===== src/rtl/macpu_pkg.sv =====
// Shared MACPU types and constants for the interrupt sequencer.
package macpu_pkg;

  localparam int unsigned VEC_W      = 16;
  localparam int unsigned SOFT_NUM_W = 5;
  localparam int unsigned PEND_W     = 3;

  localparam logic [VEC_W-1:0] DEF_INTA_VEC  = 16'hFDA9;
  localparam logic [VEC_W-1:0] DEF_INTB_VEC  = 16'hFB53;
  localparam logic [VEC_W-1:0] DEF_SOFT_BASE = 16'h0100;

  typedef enum logic [1:0] {
    ST_IDLE    = 2'b00,
    ST_REQ     = 2'b01,
    ST_SERVICE = 2'b10
  } state_e;

  typedef enum logic [1:0] {
    SRC_NONE = 2'b00,
    SRC_INTA = 2'b01,
    SRC_INTB = 2'b10,
    SRC_SOFT = 2'b11
  } src_e;

  typedef enum logic [1:0] {
    CFG_EN       = 2'b00,
    CFG_VEC_A    = 2'b01,
    CFG_VEC_B    = 2'b10,
    CFG_DEFAULTS = 2'b11
  } cfg_sel_e;

  // Software vector table entries are 16 bytes apart; the sum wraps in 16 bits.
  function automatic logic [VEC_W-1:0] soft_vector(input logic [VEC_W-1:0] base,
                                                   input logic [SOFT_NUM_W-1:0] num);
    return VEC_W'(base + {7'd0, num, 4'b0000});
  endfunction

endpackage


===== src/rtl/int_sync_edge.sv =====
// Two-flop synchroniser for an asynchronous level, followed by a rising-edge pulse.
module int_sync_edge (
  input  logic clk,
  input  logic n_rst,
  input  logic async_in,
  output logic rise_c
);

  logic sync1;
  logic sync2;
  logic sync2_d;

  // Metastability filter plus one delayed copy for edge detection.
  always_ff @(posedge clk or negedge n_rst) begin
    if (!n_rst) begin
      sync1   <= 1'b0;
      sync2   <= 1'b0;
      sync2_d <= 1'b0;
    end else begin
      sync1   <= async_in;
      sync2   <= sync1;
      sync2_d <= sync2;
    end
  end

  assign rise_c = sync2 & ~sync2_d;

endmodule


===== src/rtl/int_sequencer.sv =====
// MACPU interrupt sequencer: pending latches, arbitration, req/ack/iret FSM, config regs.
module int_sequencer
  import macpu_pkg::*;
#(
  parameter logic [15:0] INTA_VEC_RST = DEF_INTA_VEC,
  parameter logic [15:0] INTB_VEC_RST = DEF_INTB_VEC,
  parameter logic [15:0] SOFT_BASE    = DEF_SOFT_BASE
) (
  input  logic                  clk,
  input  logic                  n_rst,
  input  logic                  i_inta,
  input  logic                  i_intb,
  input  logic                  i_soft_req,
  input  logic [SOFT_NUM_W-1:0] i_soft_num,
  input  logic                  i_cfg_we,
  input  logic [1:0]            i_cfg_sel,
  input  logic [VEC_W-1:0]      i_cfg_data,
  input  logic                  i_ack,
  input  logic                  i_iret,
  output logic                  o_int_req,
  output logic [VEC_W-1:0]      o_int_vector,
  output logic [1:0]            o_int_src,
  output logic                  o_in_service,
  output logic [PEND_W-1:0]     o_pending,
  output logic [2:0]            o_cfg
);

  logic rise_a_c;
  logic rise_b_c;

  state_e                state;
  src_e                  src_q;
  logic [VEC_W-1:0]      vec_q;
  logic                  req_q;
  logic                  svc_q;
  logic [PEND_W-1:0]     pend;
  logic [SOFT_NUM_W-1:0] soft_num_q;
  logic [VEC_W-1:0]      vec_a;
  logic [VEC_W-1:0]      vec_b;
  logic                  en_a;
  logic                  en_b;
  logic                  prio_b;

  logic [PEND_W-1:0] kill;
  logic [PEND_W-1:0] ack_clr;
  logic [PEND_W-1:0] set_bits;
  logic [PEND_W-1:0] avail;
  src_e              win_src;
  logic [VEC_W-1:0]  win_vec;
  logic              soft_cap;

  int_sync_edge u_sync_a (.clk(clk), .n_rst(n_rst), .async_in(i_inta), .rise_c(rise_a_c));
  int_sync_edge u_sync_b (.clk(clk), .n_rst(n_rst), .async_in(i_intb), .rise_c(rise_b_c));

  // Pending set/clear terms and arbitration of whatever survives this cycle's disables.
  always_comb begin
    kill     = '0;
    ack_clr  = '0;
    set_bits = {i_soft_req, rise_b_c & en_b, rise_a_c & en_a};
    win_src  = SRC_NONE;
    win_vec  = '0;
    if (i_cfg_we && (cfg_sel_e'(i_cfg_sel) == CFG_EN)) begin
      kill[0] = ~i_cfg_data[0] && !((state == ST_REQ) && (src_q == SRC_INTA));
      kill[1] = ~i_cfg_data[1] && !((state == ST_REQ) && (src_q == SRC_INTB));
    end
    if ((state == ST_REQ) && i_ack) begin
      ack_clr[0] = (src_q == SRC_INTA);
      ack_clr[1] = (src_q == SRC_INTB);
      ack_clr[2] = (src_q == SRC_SOFT);
    end
    soft_cap = i_soft_req && (!pend[2] || ack_clr[2]);
    avail    = pend & ~kill;
    if (avail[0] && avail[1]) begin
      win_src = prio_b ? SRC_INTB : SRC_INTA;
      win_vec = prio_b ? vec_b : vec_a;
    end else if (avail[0]) begin
      win_src = SRC_INTA;
      win_vec = vec_a;
    end else if (avail[1]) begin
      win_src = SRC_INTB;
      win_vec = vec_b;
    end else if (avail[2]) begin
      win_src = SRC_SOFT;
      win_vec = soft_vector(SOFT_BASE, soft_num_q);
    end
  end

  // Pending bits (set beats clear) and the captured software interrupt number.
  always_ff @(posedge clk or negedge n_rst) begin
    if (!n_rst) begin
      pend       <= '0;
      soft_num_q <= '0;
    end else begin
      pend <= (pend & ~(kill | ack_clr)) | set_bits;
      if (soft_cap) soft_num_q <= i_soft_num;
    end
  end

  // Configuration registers; writes land at the next edge.
  always_ff @(posedge clk or negedge n_rst) begin
    if (!n_rst) begin
      vec_a  <= INTA_VEC_RST;
      vec_b  <= INTB_VEC_RST;
      en_a   <= 1'b1;
      en_b   <= 1'b1;
      prio_b <= 1'b0;
    end else if (i_cfg_we) begin
      case (cfg_sel_e'(i_cfg_sel))
        CFG_EN: begin
          en_a   <= i_cfg_data[0];
          en_b   <= i_cfg_data[1];
          prio_b <= i_cfg_data[2];
        end
        CFG_VEC_A: vec_a <= i_cfg_data;
        CFG_VEC_B: vec_b <= i_cfg_data;
        CFG_DEFAULTS: begin
          vec_a  <= INTA_VEC_RST;
          vec_b  <= INTB_VEC_RST;
          en_a   <= 1'b1;
          en_b   <= 1'b1;
          prio_b <= 1'b0;
        end
        default: ;
      endcase
    end
  end

  // Entry handshake FSM with registered request/service/vector/source outputs.
  always_ff @(posedge clk or negedge n_rst) begin
    if (!n_rst) begin
      state <= ST_IDLE;
      req_q <= 1'b0;
      svc_q <= 1'b0;
      src_q <= SRC_NONE;
      vec_q <= '0;
    end else begin
      case (state)
        ST_IDLE: begin
          if (win_src != SRC_NONE) begin
            state <= ST_REQ;
            req_q <= 1'b1;
            src_q <= win_src;
            vec_q <= win_vec;
          end
        end
        ST_REQ: begin
          if (i_ack) begin
            state <= ST_SERVICE;
            req_q <= 1'b0;
            svc_q <= 1'b1;
          end
        end
        ST_SERVICE: begin
          if (i_iret) begin
            state <= ST_IDLE;
            svc_q <= 1'b0;
            src_q <= SRC_NONE;
            vec_q <= '0;
          end
        end
        default: begin
          state <= ST_IDLE;
          req_q <= 1'b0;
          svc_q <= 1'b0;
          src_q <= SRC_NONE;
          vec_q <= '0;
        end
      endcase
    end
  end

  assign o_int_req    = req_q;
  assign o_int_vector = vec_q;
  assign o_int_src    = src_q;
  assign o_in_service = svc_q;
  assign o_pending    = pend;
  assign o_cfg        = {prio_b, en_b, en_a};

endmodule


===== config.mk =====
export PLATFORM = sky130hd
export DESIGN_NAME = int_sequencer
export DESIGN_NICKNAME = d
export VERILOG_FILES = /design/src/rtl/macpu_pkg.sv /design/src/rtl/int_sync_edge.sv /design/src/rtl/int_sequencer.sv
export SDC_FILE = /design/constraint.sdc
export NUM_CORES = 1
export LEC_CHECK = 0
export BUFFER_PORTS_ARGS = -buffer_cell sky130_fd_sc_hd__clkbuf_2
export CAP_MARGIN = 20
export CORE_AREA = 2 2 94 96
export DETAILED_ROUTE_END_ITERATION = 16
export DIE_AREA = 0 0 96 98
export SKIP_LAST_GASP = 1
export SYNTH_ARGS = -nofsm -noshare
export SYNTH_HDL_FRONTEND = slang
export SYNTH_SLANG_ARGS = --single-unit
export TNS_END_PERCENT = 10

===== constraint.sdc =====
create_clock -name clk -period 2.1 [get_ports clk]
set_input_delay 0.105 -clock clk [delete_from_list [all_inputs] [get_ports clk]]
set_output_delay 0.105 -clock clk [all_outputs]
set_load 0.005 [all_outputs]

After elaboration in Yosys (flattened, before gate mapping) --
Index checks and enable logic that the tools add are counted.
Word-level totals: register bits 71, input bits 31, output and inout port bits 26, logic and storage cells 104
Cells by class: $add $sub $neg 1, equal/unequal tests 11, mux-type cells 32, bitwise operators 17, reduce and logical (&&, ||, !) cells 25
Operator list (number):
- 16-bit 2-to-1 mux | 6
- 16-bit one-hot mux with 2 select lines | 2
- 16-bit one-hot mux with 3 select lines | 1
- 2-bit 2-to-1 mux | 10
- 2-bit one-hot mux with 3 select lines | 2
- 3-bit AND reduction | 4
- 9-bit by 9-bit adder with 10-bit output (first input constant) | 1
- 2-bit == test (second input constant) | 5
- 10-bit 2-to-1 mux | 1
- 1-bit logical AND | 8
- 2-bit nonzero test | 4
- 1-bit NOT | 7
- 3-bit bitwise AND | 2
- 2-bit by 1-bit == test with 1-bit output (second input constant) | 3
- 2-bit != test (second input constant) | 3
- 1-bit one-hot mux with 2 select lines | 3
- 1-bit one-hot mux with 3 select lines | 2
- 2-bit AND reduction | 3
- 1-bit bitwise AND | 4
- 2-bit logical NOT | 2
- 1-bit 2-to-1 mux | 4
- 1-bit logical NOT | 3
- 3-bit 2-to-1 mux | 1
- 2-bit NOT with 3-bit output | 1
- other kinds (4) | 4

Longest topological paths before layout --
Gate-level depths: netlist (run 1).
depth in word-level cells 14, depth in mapped cells 9, gate-level depth less buffers 7

Modules after synthesis --
A second synthesis (run 1) with hierarchy kept.
Unflattened totals: cells, all modules 301, area, all modules 3184.3 um^2
By module, submodules not included:
- int_sequencer | instances 1, cells each 293, area each 3006.6 um^2, seq. area each 1656.6 um^2
- int_sync_edge | instances 2, cells each 4, area each 88.8 um^2, seq. area each 75.1 um^2

Worst setup path after synthesis (run 1) --
OpenSTA, ideal clock, no wires.
path type register to register, from register state[0], to register src_q[0], in the netlist o_int_src[0], library setup time 0.079 ns, arrival 1.542 ns, data required time 2.021 ns, slack 0.478 ns, stages on the path, launching flop included 9, path buffers 3, clock period less this slack 1.622 ns, cells stage by stage dfrtp_1 -> buf_6 -> or2_1 -> buf_6 -> a211oi_2 -> nand2_2 -> nand3b_4 -> buf_12 -> o2bb2ai_1
Between the ends: word-level cells in the longest chain between the ends 13, elaborated cells on any way between the ends 23, classes of those cells eq/ne (4); mux (6); bitwise (3); reduce/logical (10)
RTL lines:
- from (decl) | line int_sequencer.sv:31 | state_e state;
- from (signal assigned) | line int_sequencer.sv:131 | state <= ST_IDLE;
- from (signal assigned) | line int_sequencer.sv:140 | state <= ST_REQ;
- from (signal assigned) | line int_sequencer.sv:148 | state <= ST_SERVICE;
- 2-bit by 1-bit == test with 1-bit output | line int_sequencer.sv:63, int_sequencer.sv:64, int_sequencer.sv:137
- 1-bit logical AND | line int_sequencer.sv:64 | kill[1] = ~i_cfg_data[1] && !((state == ST_REQ) && (src_q == SRC_INTB));
- 1-bit logical NOT | line int_sequencer.sv:64
- 1-bit logical AND | line int_sequencer.sv:64
- 2-bit 2-to-1 mux | line int_sequencer.sv:62 | if (i_cfg_we && (cfg_sel_e'(i_cfg_sel) == CFG_EN)) begin
- 2-bit NOT with 3-bit output | line int_sequencer.sv:72 | avail = pend & ~kill;
- 3-bit bitwise AND | line int_sequencer.sv:72
- 2-bit 2-to-1 mux | line int_sequencer.sv:79 | end else if (avail[1]) begin
- 2-bit 2-to-1 mux | line int_sequencer.sv:76 | end else if (avail[0]) begin
- 2-bit 2-to-1 mux | line int_sequencer.sv:73 | if (avail[0] && avail[1]) begin
- 2-bit nonzero test | line int_sequencer.sv:139 | if (win_src != SRC_NONE) begin
- 2-bit != test (no source line)
- 3-bit AND reduction (no source line)
- to (signal assigned) | line int_sequencer.sv:142 | src_q <= win_src;
- to (decl) | line int_sequencer.sv:32 | src_e src_q;
Parallel ways exist; a longest one is shown, timed or not. The select of a mux whose other input is x is not followed. A chain may end at the register's enable or synchronous reset.

Final worst setup path (run 1) --
from register state[1], to register vec_q[9], in the netlist o_int_vector[9]
Between the ends: word-level cells in the longest chain between the ends 13, elaborated cells on any way between the ends 26, classes of those cells eq/ne (4); mux (9); bitwise (3); reduce/logical (10)
RTL lines:
- 2-bit by 1-bit == test with 1-bit output | line int_sequencer.sv:63, int_sequencer.sv:64, int_sequencer.sv:137
- 1-bit logical AND | line int_sequencer.sv:64
- 1-bit logical NOT | line int_sequencer.sv:64
- 1-bit logical AND | line int_sequencer.sv:64
- 2-bit 2-to-1 mux | line int_sequencer.sv:62
- 2-bit NOT with 3-bit output | line int_sequencer.sv:72
- 3-bit bitwise AND | line int_sequencer.sv:72
- 2-bit 2-to-1 mux | line int_sequencer.sv:79
- 2-bit 2-to-1 mux | line int_sequencer.sv:76
- 2-bit 2-to-1 mux | line int_sequencer.sv:73
- 2-bit nonzero test | line int_sequencer.sv:139
- 2-bit != test (no source line)
- 3-bit AND reduction (no source line)
- to (signal assigned) | line int_sequencer.sv:143 | vec_q <= win_vec;
- to (decl) | line int_sequencer.sv:33 | logic [VEC_W-1:0] vec_q;
Parallel ways exist; a longest one is shown, timed or not. The select of a mux whose other input is x is not followed.

==> metrics, run 1 <==
run status=finished clean; number of hold-slack violations in the final timing report=0; largest area contributor in the synthesized netlist=sky130_fd_sc_hd__dfrtp_1; endpoint arrival time on the critical path=about 2.1 ns; placed wire-length estimate after detailed placement=a little under 5 mm; CTS Buf Count=9; Hold Path Cell Cnt=3; worst r2r src=state[1]; setup repair after global routing missed its margin=no; GRT Total Usage=0.1628; full die area=9408 um^2; Worst Hold Endpoint=vec_a[7]; wirelength, routed=just under 7 mm; average via count per standard cell=about 5.0; final global-route overflow total=0; clock tree sinks=71; clock-pin slew on the worst setup and hold paths=0.08 ns; number of I/O port buffers=between 50 and 60; Post-synth EDFFs=0; detailed-route wire length on metal 1=roughly 3.3 mm; launch instance of the worst min-delay path=i_cfg_data[7]; vias in the first global route=~2,400; crit share post-route=0.8919; worst skew pair latency=around 0.34 ns; Layout Utilization=0.4629; total power divided by cell area=roughly 1200 nW/um^2; netlist area before placement=3241 um^2; CTS tree=yes; total of warnings raised by yosys=0; Die Span X=~96 um; maximum fanout encountered on the critical timing path=9; sequential fraction of the synthesis area=0.5575; slack of the worst reg-to-reg path=0.23 ns; Met3 Wirelength=between 200 and 300 um; instance count of the mapped netlist=294; Gates resized, CTS repair=0; met2 wirelength from detailed routing=approximately 3.2 mm; antenna-violating nets left=0; Cell Area, Placed=3610 um^2; number of antenna violations at the first check in global routing=0; cts-stage hold buffer count=12; relative area change from synthesis to final layout=20.93%; biggest cell delay along the critical path=roughly 0.46 ns; number of placed instances with taps included=447; required time of the worst setup path=between 2 and 2.5 ns; Iter 0 DRT Violations=about 130; via count=2,360; share of cells above drive strength 1=0.3678; max layer used=met4; peak clock frequency supported by timing=533.9 MHz; Worst R2R End=o_int_vector[9]; crit start category=flop; minimum period implied by the final worst setup slack=between 1.5 and 2 ns; kind of capture point of the worst setup path=flop; pin count of the biggest net entering global routing=51; library cell contributing the largest single delay on the critical path=sky130_fd_sc_hd__dfrtp_1; post-synthesis net count=approximately 330; buffer levels on the longest clock path=2; number of placement rows=34; measured slew at the worst slew-check pin=0.5231 ns; weighted congestion reported at the end of routability-driven placement=between 0.7 and 0.8; total iterations of the first detailed-routing run=4; number of buffer and inverter instances along the worst setup path=1; top-level port count=57; wire length of the first global-routing pass=between 10 and 15 mm; starting utilization of the core area=0.3828; DRC=0; worst vdd rail ir drop=about 0.46 mV; depth of the CTS H-tree=3; highest-count cells in the layout ignoring fill and taps=sky130_fd_sc_hd__clkbuf_2, sky130_fd_sc_hd__nand2_1, sky130_fd_sc_hd__dfrtp_1, sky130_fd_sc_hd__o21ai_0, sky130_fd_sc_hd__dfstp_2; die span in y=98 um; number of different library cells in the post-synthesis netlist=44; ordered cell list for the critical path=and4bb_4, o31ai_4, buf_4, o21bai_2, o22a_1, a32o_1; setup total negative slack=0 ns; top-area cell type share of the netlist area=0.3629; total of endpoints with negative setup slack in the final report=0; post-layout instance count excluding filler cells=approximately 480; Hold/Removal Path Class=primary input to flop; Syn Area/Cell=approximately 11 um^2; library cell used as clock root buffer=sky130_fd_sc_hd__clkbuf_8; Async S/R FF share, synth=1.000; standard cell core area=approximately 8500 um^2; summed area of non-filler cells in the final layout=around 3900 um^2; Post-CTS Setup Bufs=0; slew margin rel.=0.6512; delay-heaviest family, CP=compound AO/OA/AOI/OAI gates; flop and latch count out of synthesis=71; Crit Path Class=flop to flop; count of max-cap constraint violations=0; leading post-synthesis cells by cell area=sky130_fd_sc_hd__dfrtp_1, sky130_fd_sc_hd__dfstp_2, sky130_fd_sc_hd__o21ai_0; Net count, final=approximately 400; count of cells along the worst register-to-register path=6; Post-synth top flop=sky130_fd_sc_hd__dfrtp_1; LEAKAGE=about 1.8 nW; most frequent standard cell in the layout excluding fill and tap cells=sky130_fd_sc_hd__clkbuf_2; worst clock skew=0.009556 ns; number of max-slew violations in the final report=0; count of antenna diodes in the layout=0; routed len/inst=around 15 um
## layer usage
| metal | vias up | global-route usage |
|---|---|---|
| met5 | - | 0 |
| met4 | 0 | 0.07802 |
| met3 | 12 | 0.02778 |
| met2 | 58 | 0.2489 |
| met1 | 1127 | 0.2229 |
| li1 | 1163 | - |
## report_power, final
part / switching (W) / internal [W]
registers: 0.000291 / 0.00179
logic: 0.000879 / 0.000786
clock network: 0.000503 / 0.000545
total: 0.00167 / 0.00312
## sequential cells by signal, indices dropped and copies added (netlist names), 2 cells and up
signal and cells:
o_int_vector 16, vec_a 16, soft_num_q 5, vec_b 16, o_pending 3, o_int_src 2, state 2
## cells in the mapped netlist (3+ instances only)
cell                        number
sky130_fd_sc_hd__dfrtp_1        47
sky130_fd_sc_hd__ha_1            4
sky130_fd_sc_hd__o2bb2ai_1      12
sky130_fd_sc_hd__clkbuf_1       11
sky130_fd_sc_hd__buf_4           4
sky130_fd_sc_hd__a31oi_1         4
sky130_fd_sc_hd__a22oi_2         9
sky130_fd_sc_hd__dfstp_2        24
sky130_fd_sc_hd__a21oi_1         4
sky130_fd_sc_hd__o2bb2ai_2       5
sky130_fd_sc_hd__mux2_2          5
sky130_fd_sc_hd__inv_1           3
sky130_fd_sc_hd__nor2_1         23
sky130_fd_sc_hd__nand2b_1       11
sky130_fd_sc_hd__nand2_1        49
sky130_fd_sc_hd__buf_6           4
sky130_fd_sc_hd__o21ai_0        44
## cell type report
class	instances	area, um^2
fill	828	4547
sequential	71	1807
multi-input combinational	199	1289
timing repair buffer	78	488.0
tap	108	135.1
clock buffer	10	127.6
clock inverter	6	61.31
inverter	3	11.26
## per-stage QoR
stage          hold WS [ns]  total power, W  setup WS (ns)
2_1_floorplan       -0.1906        0.003307         0.4782
3_3_place_gp         0.1160        0.003745         0.2975
3_5_place_dp         0.1151        0.003781         0.2606
4_1_cts            0.002535        0.004872         0.2358
5_1_grt             0.01495        0.005152        0.09412
6_report            0.01071        0.004796         0.2270
## worst max path at each step
stage            startpoint              end  slack [ns]  cells past startpoint
2_1_floorplan      state[0]     o_int_src[0]        0.48                      8
3_3_place_gp   o_int_src[1]  o_int_vector[9]        0.30                      6
3_5_place_dp   o_int_src[1]  o_int_vector[9]        0.26                      6
4_1_cts            state[1]  o_int_vector[9]        0.24                      6
5_1_grt            state[1]  o_int_vector[9]        0.09                      6
6_report           state[1]  o_int_vector[9]        0.23                      6
## tightest hold or removal path: stages
cell and delay (ns):
sky130_fd_sc_hd__clkbuf_2 0.10, sky130_fd_sc_hd__nor2_1 0.07, sky130_fd_sc_hd__o21ai_0 0.07
## cells by family after synthesis
family	synth area share
simple gates	0.1382
flops	0.5575
mux	0.02046
fa+ha+maj	0.01544
compound gates	0.2212
buf+inv	0.04710
No activity file was read; power rests on OpenSTA's default activity.
==> inputs of run 2 (changes only) <==
- ABC_CLOCK_PERIOD_IN_PS: default -> 2100
- CELL_PAD_IN_SITES_DETAIL_PLACEMENT: default -> 1
- CELL_PAD_IN_SITES_GLOBAL_PLACEMENT: default -> 2
- CORE_AREA: 2 2 94 96 -> 2 2 98 100
- DIE_AREA: 0 0 96 98 -> 0 0 100 102
- PLACE_DENSITY_LB_ADDON: default -> 0.1
==> run 2 against run 1 <==
Utilization decreased by 2.3 points. Clock power grew 20%. Via count is 0.89% higher. Critical path type unchanged.
==> metrics, run 2 (same netlist as run 1, synthesis figures left out) <==
wire length of the first global-routing pass=approximately 13 mm; setup total negative slack=0 ns; standard cell core area=~9000 um^2; setup repair after global routing missed its margin=no; CTS Buf Count=9; measured slew at the worst slew-check pin=0.4188 ns; number of hold-slack violations in the final timing report=0; top-level port count=between 50 and 60; placed wire-length estimate after detailed placement=around 5.4 mm; ordered cell list for the critical path=and4bb_4, o31ai_4, o21ba_2, a22oi_1, o2bb2ai_1; buffer levels on the longest clock path=2; average via count per standard cell=roughly 4.9; Layout Utilization=0.4394; delay-heaviest family, CP=compound AO/OA/AOI/OAI gates; minimum period implied by the final worst setup slack=about 1.9 ns; Worst Hold Endpoint=vec_a[10]; total iterations of the first detailed-routing run=4; count of max-cap constraint violations=0; count of antenna diodes in the layout=0; vias in the first global route=roughly 2,600; Gates resized, CTS repair=0; CTS tree=yes; die span in y=102 um; launch instance of the worst min-delay path=i_cfg_data[10]; worst vdd rail ir drop=around 0.43 mV; weighted congestion reported at the end of routability-driven placement=about 0.72; Die Span X=approximately 100 um; crit start category=flop; share of cells above drive strength 1=0.3693; number of buffer and inverter instances along the worst setup path=0; number of placement rows=35; count of cells along the worst register-to-register path=5; total power divided by cell area=roughly 1300 nW/um^2; worst r2r src=state[1]; full die area=between 10,000 and 15,000 um^2; crit share post-route=0.8817; clock tree sinks=71; Net count, final=401; run status=finished clean; slack of the worst reg-to-reg path=between 0.2 and 0.25 ns; maximum fanout encountered on the critical timing path=11; number of I/O port buffers=between 50 and 60; worst clock skew=roughly 0.0057 ns; kind of capture point of the worst setup path=flop; Crit Path Class=flop to flop; clock-pin slew on the worst setup and hold paths=roughly 0.080 ns; Worst R2R End=o_int_vector[0]; wirelength, routed=7.618 mm; starting utilization of the core area=0.3558; Cell Area, Placed=roughly 3600 um^2; relative area change from synthesis to final layout=23.51%; most frequent standard cell in the layout excluding fill and tap cells=sky130_fd_sc_hd__clkbuf_2; Iter 0 DRT Violations=30; Hold Path Cell Cnt=3; depth of the CTS H-tree=3; biggest cell delay along the critical path=~0.48 ns; pin count of the biggest net entering global routing=36; endpoint arrival time on the critical path=between 2 and 2.5 ns; routed len/inst=between 15 and 20 um; required time of the worst setup path=2.38 ns; total of endpoints with negative setup slack in the final report=0; slew margin rel.=0.7208; LEAKAGE=roughly 1.8 nW; worst skew pair latency=0.35 ns; Hold/Removal Path Class=primary input to flop; highest-count cells in the layout ignoring fill and taps=sky130_fd_sc_hd__clkbuf_2, sky130_fd_sc_hd__nand2_1, sky130_fd_sc_hd__dfrtp_1, sky130_fd_sc_hd__o21ai_0, sky130_fd_sc_hd__dfstp_2; peak clock frequency supported by timing=approximately 540 MHz; antenna-violating nets left=0; via count=around 2,400; summed area of non-filler cells in the final layout=roughly 4000 um^2; number of antenna violations at the first check in global routing=0; DRC=0; library cell used as clock root buffer=sky130_fd_sc_hd__clkbuf_8; GRT Total Usage=0.1676; number of max-slew violations in the final report=0; final global-route overflow total=0; library cell contributing the largest single delay on the critical path=sky130_fd_sc_hd__dfrtp_1
-- run 2: worst max-delay path by stage --
stage	from	end	depth (start not counted)
after floorplan	state[0]	o_int_src[0]	8
final	state[1]	o_int_vector[0]	5
after CTS	state[1]	o_int_vector[0]	5
after detailed placement	state[1]	o_int_vector[3]	5
after global placement	state[1]	o_int_vector[8]	6
after global routing	state[1]	o_int_vector[1]	5
-- run 2: cell type report --
cell class                 count  area, um^2
tap                          111       138.9
sequential                    71        1807
clock inverter                 5       80.08
timing repair buffer          82       525.5
clock buffer                  11       151.4
inverter                       3       11.26
multi-input combinational    199        1289
fill                        1013        5106
-- run 2: tightest hold or removal path, cell delays in order --
cell and delay [ns]:
sky130_fd_sc_hd__clkbuf_2 0.09, sky130_fd_sc_hd__nor2_1 0.08, sky130_fd_sc_hd__o21ai_0 0.08
-- run 2: per-stage QoR --
stage               power [W]  hold slack (ns)  setup slack (ns)  std cells
CTS                  0.005132         0.001716            0.2184        482
global route         0.005423         0.005430            0.1021        482
detailed placement   0.003821          0.02256            0.2241        451
global placement     0.003787          0.01517            0.2631        451
floorplan            0.003307          -0.1906            0.4782        294
finish               0.005031          0.01263            0.2485        482
-- run 2: repair_timing --
action,in CTS,in global routing
setup buffers,0,0
endpoints found under the hold margin,52,0
hold buffers,15,0
endpoints found under the setup margin,0,0
-- run 2: power by group --
| part | switching [W] | internal [W] |
|---|---|---|
| clock | 0.000529 | 0.000731 |
| sequential | 0.000308 | 0.00179 |
| combinational | 0.000879 | 0.000790 |
-- run 2: layer usage --
| layer | up-vias | track usage | routed length [um] |
|---|---|---|---|
| met5 | - | 0 | 0 |
| met4 | 0 | 0.07271 | 135 |
| met3 | 10 | 0.03146 | 248 |
| met2 | 39 | 0.2739 | 3588 |
| met1 | 1162 | 0.2197 | 3646 |
| li1 | 1170 | - | - |
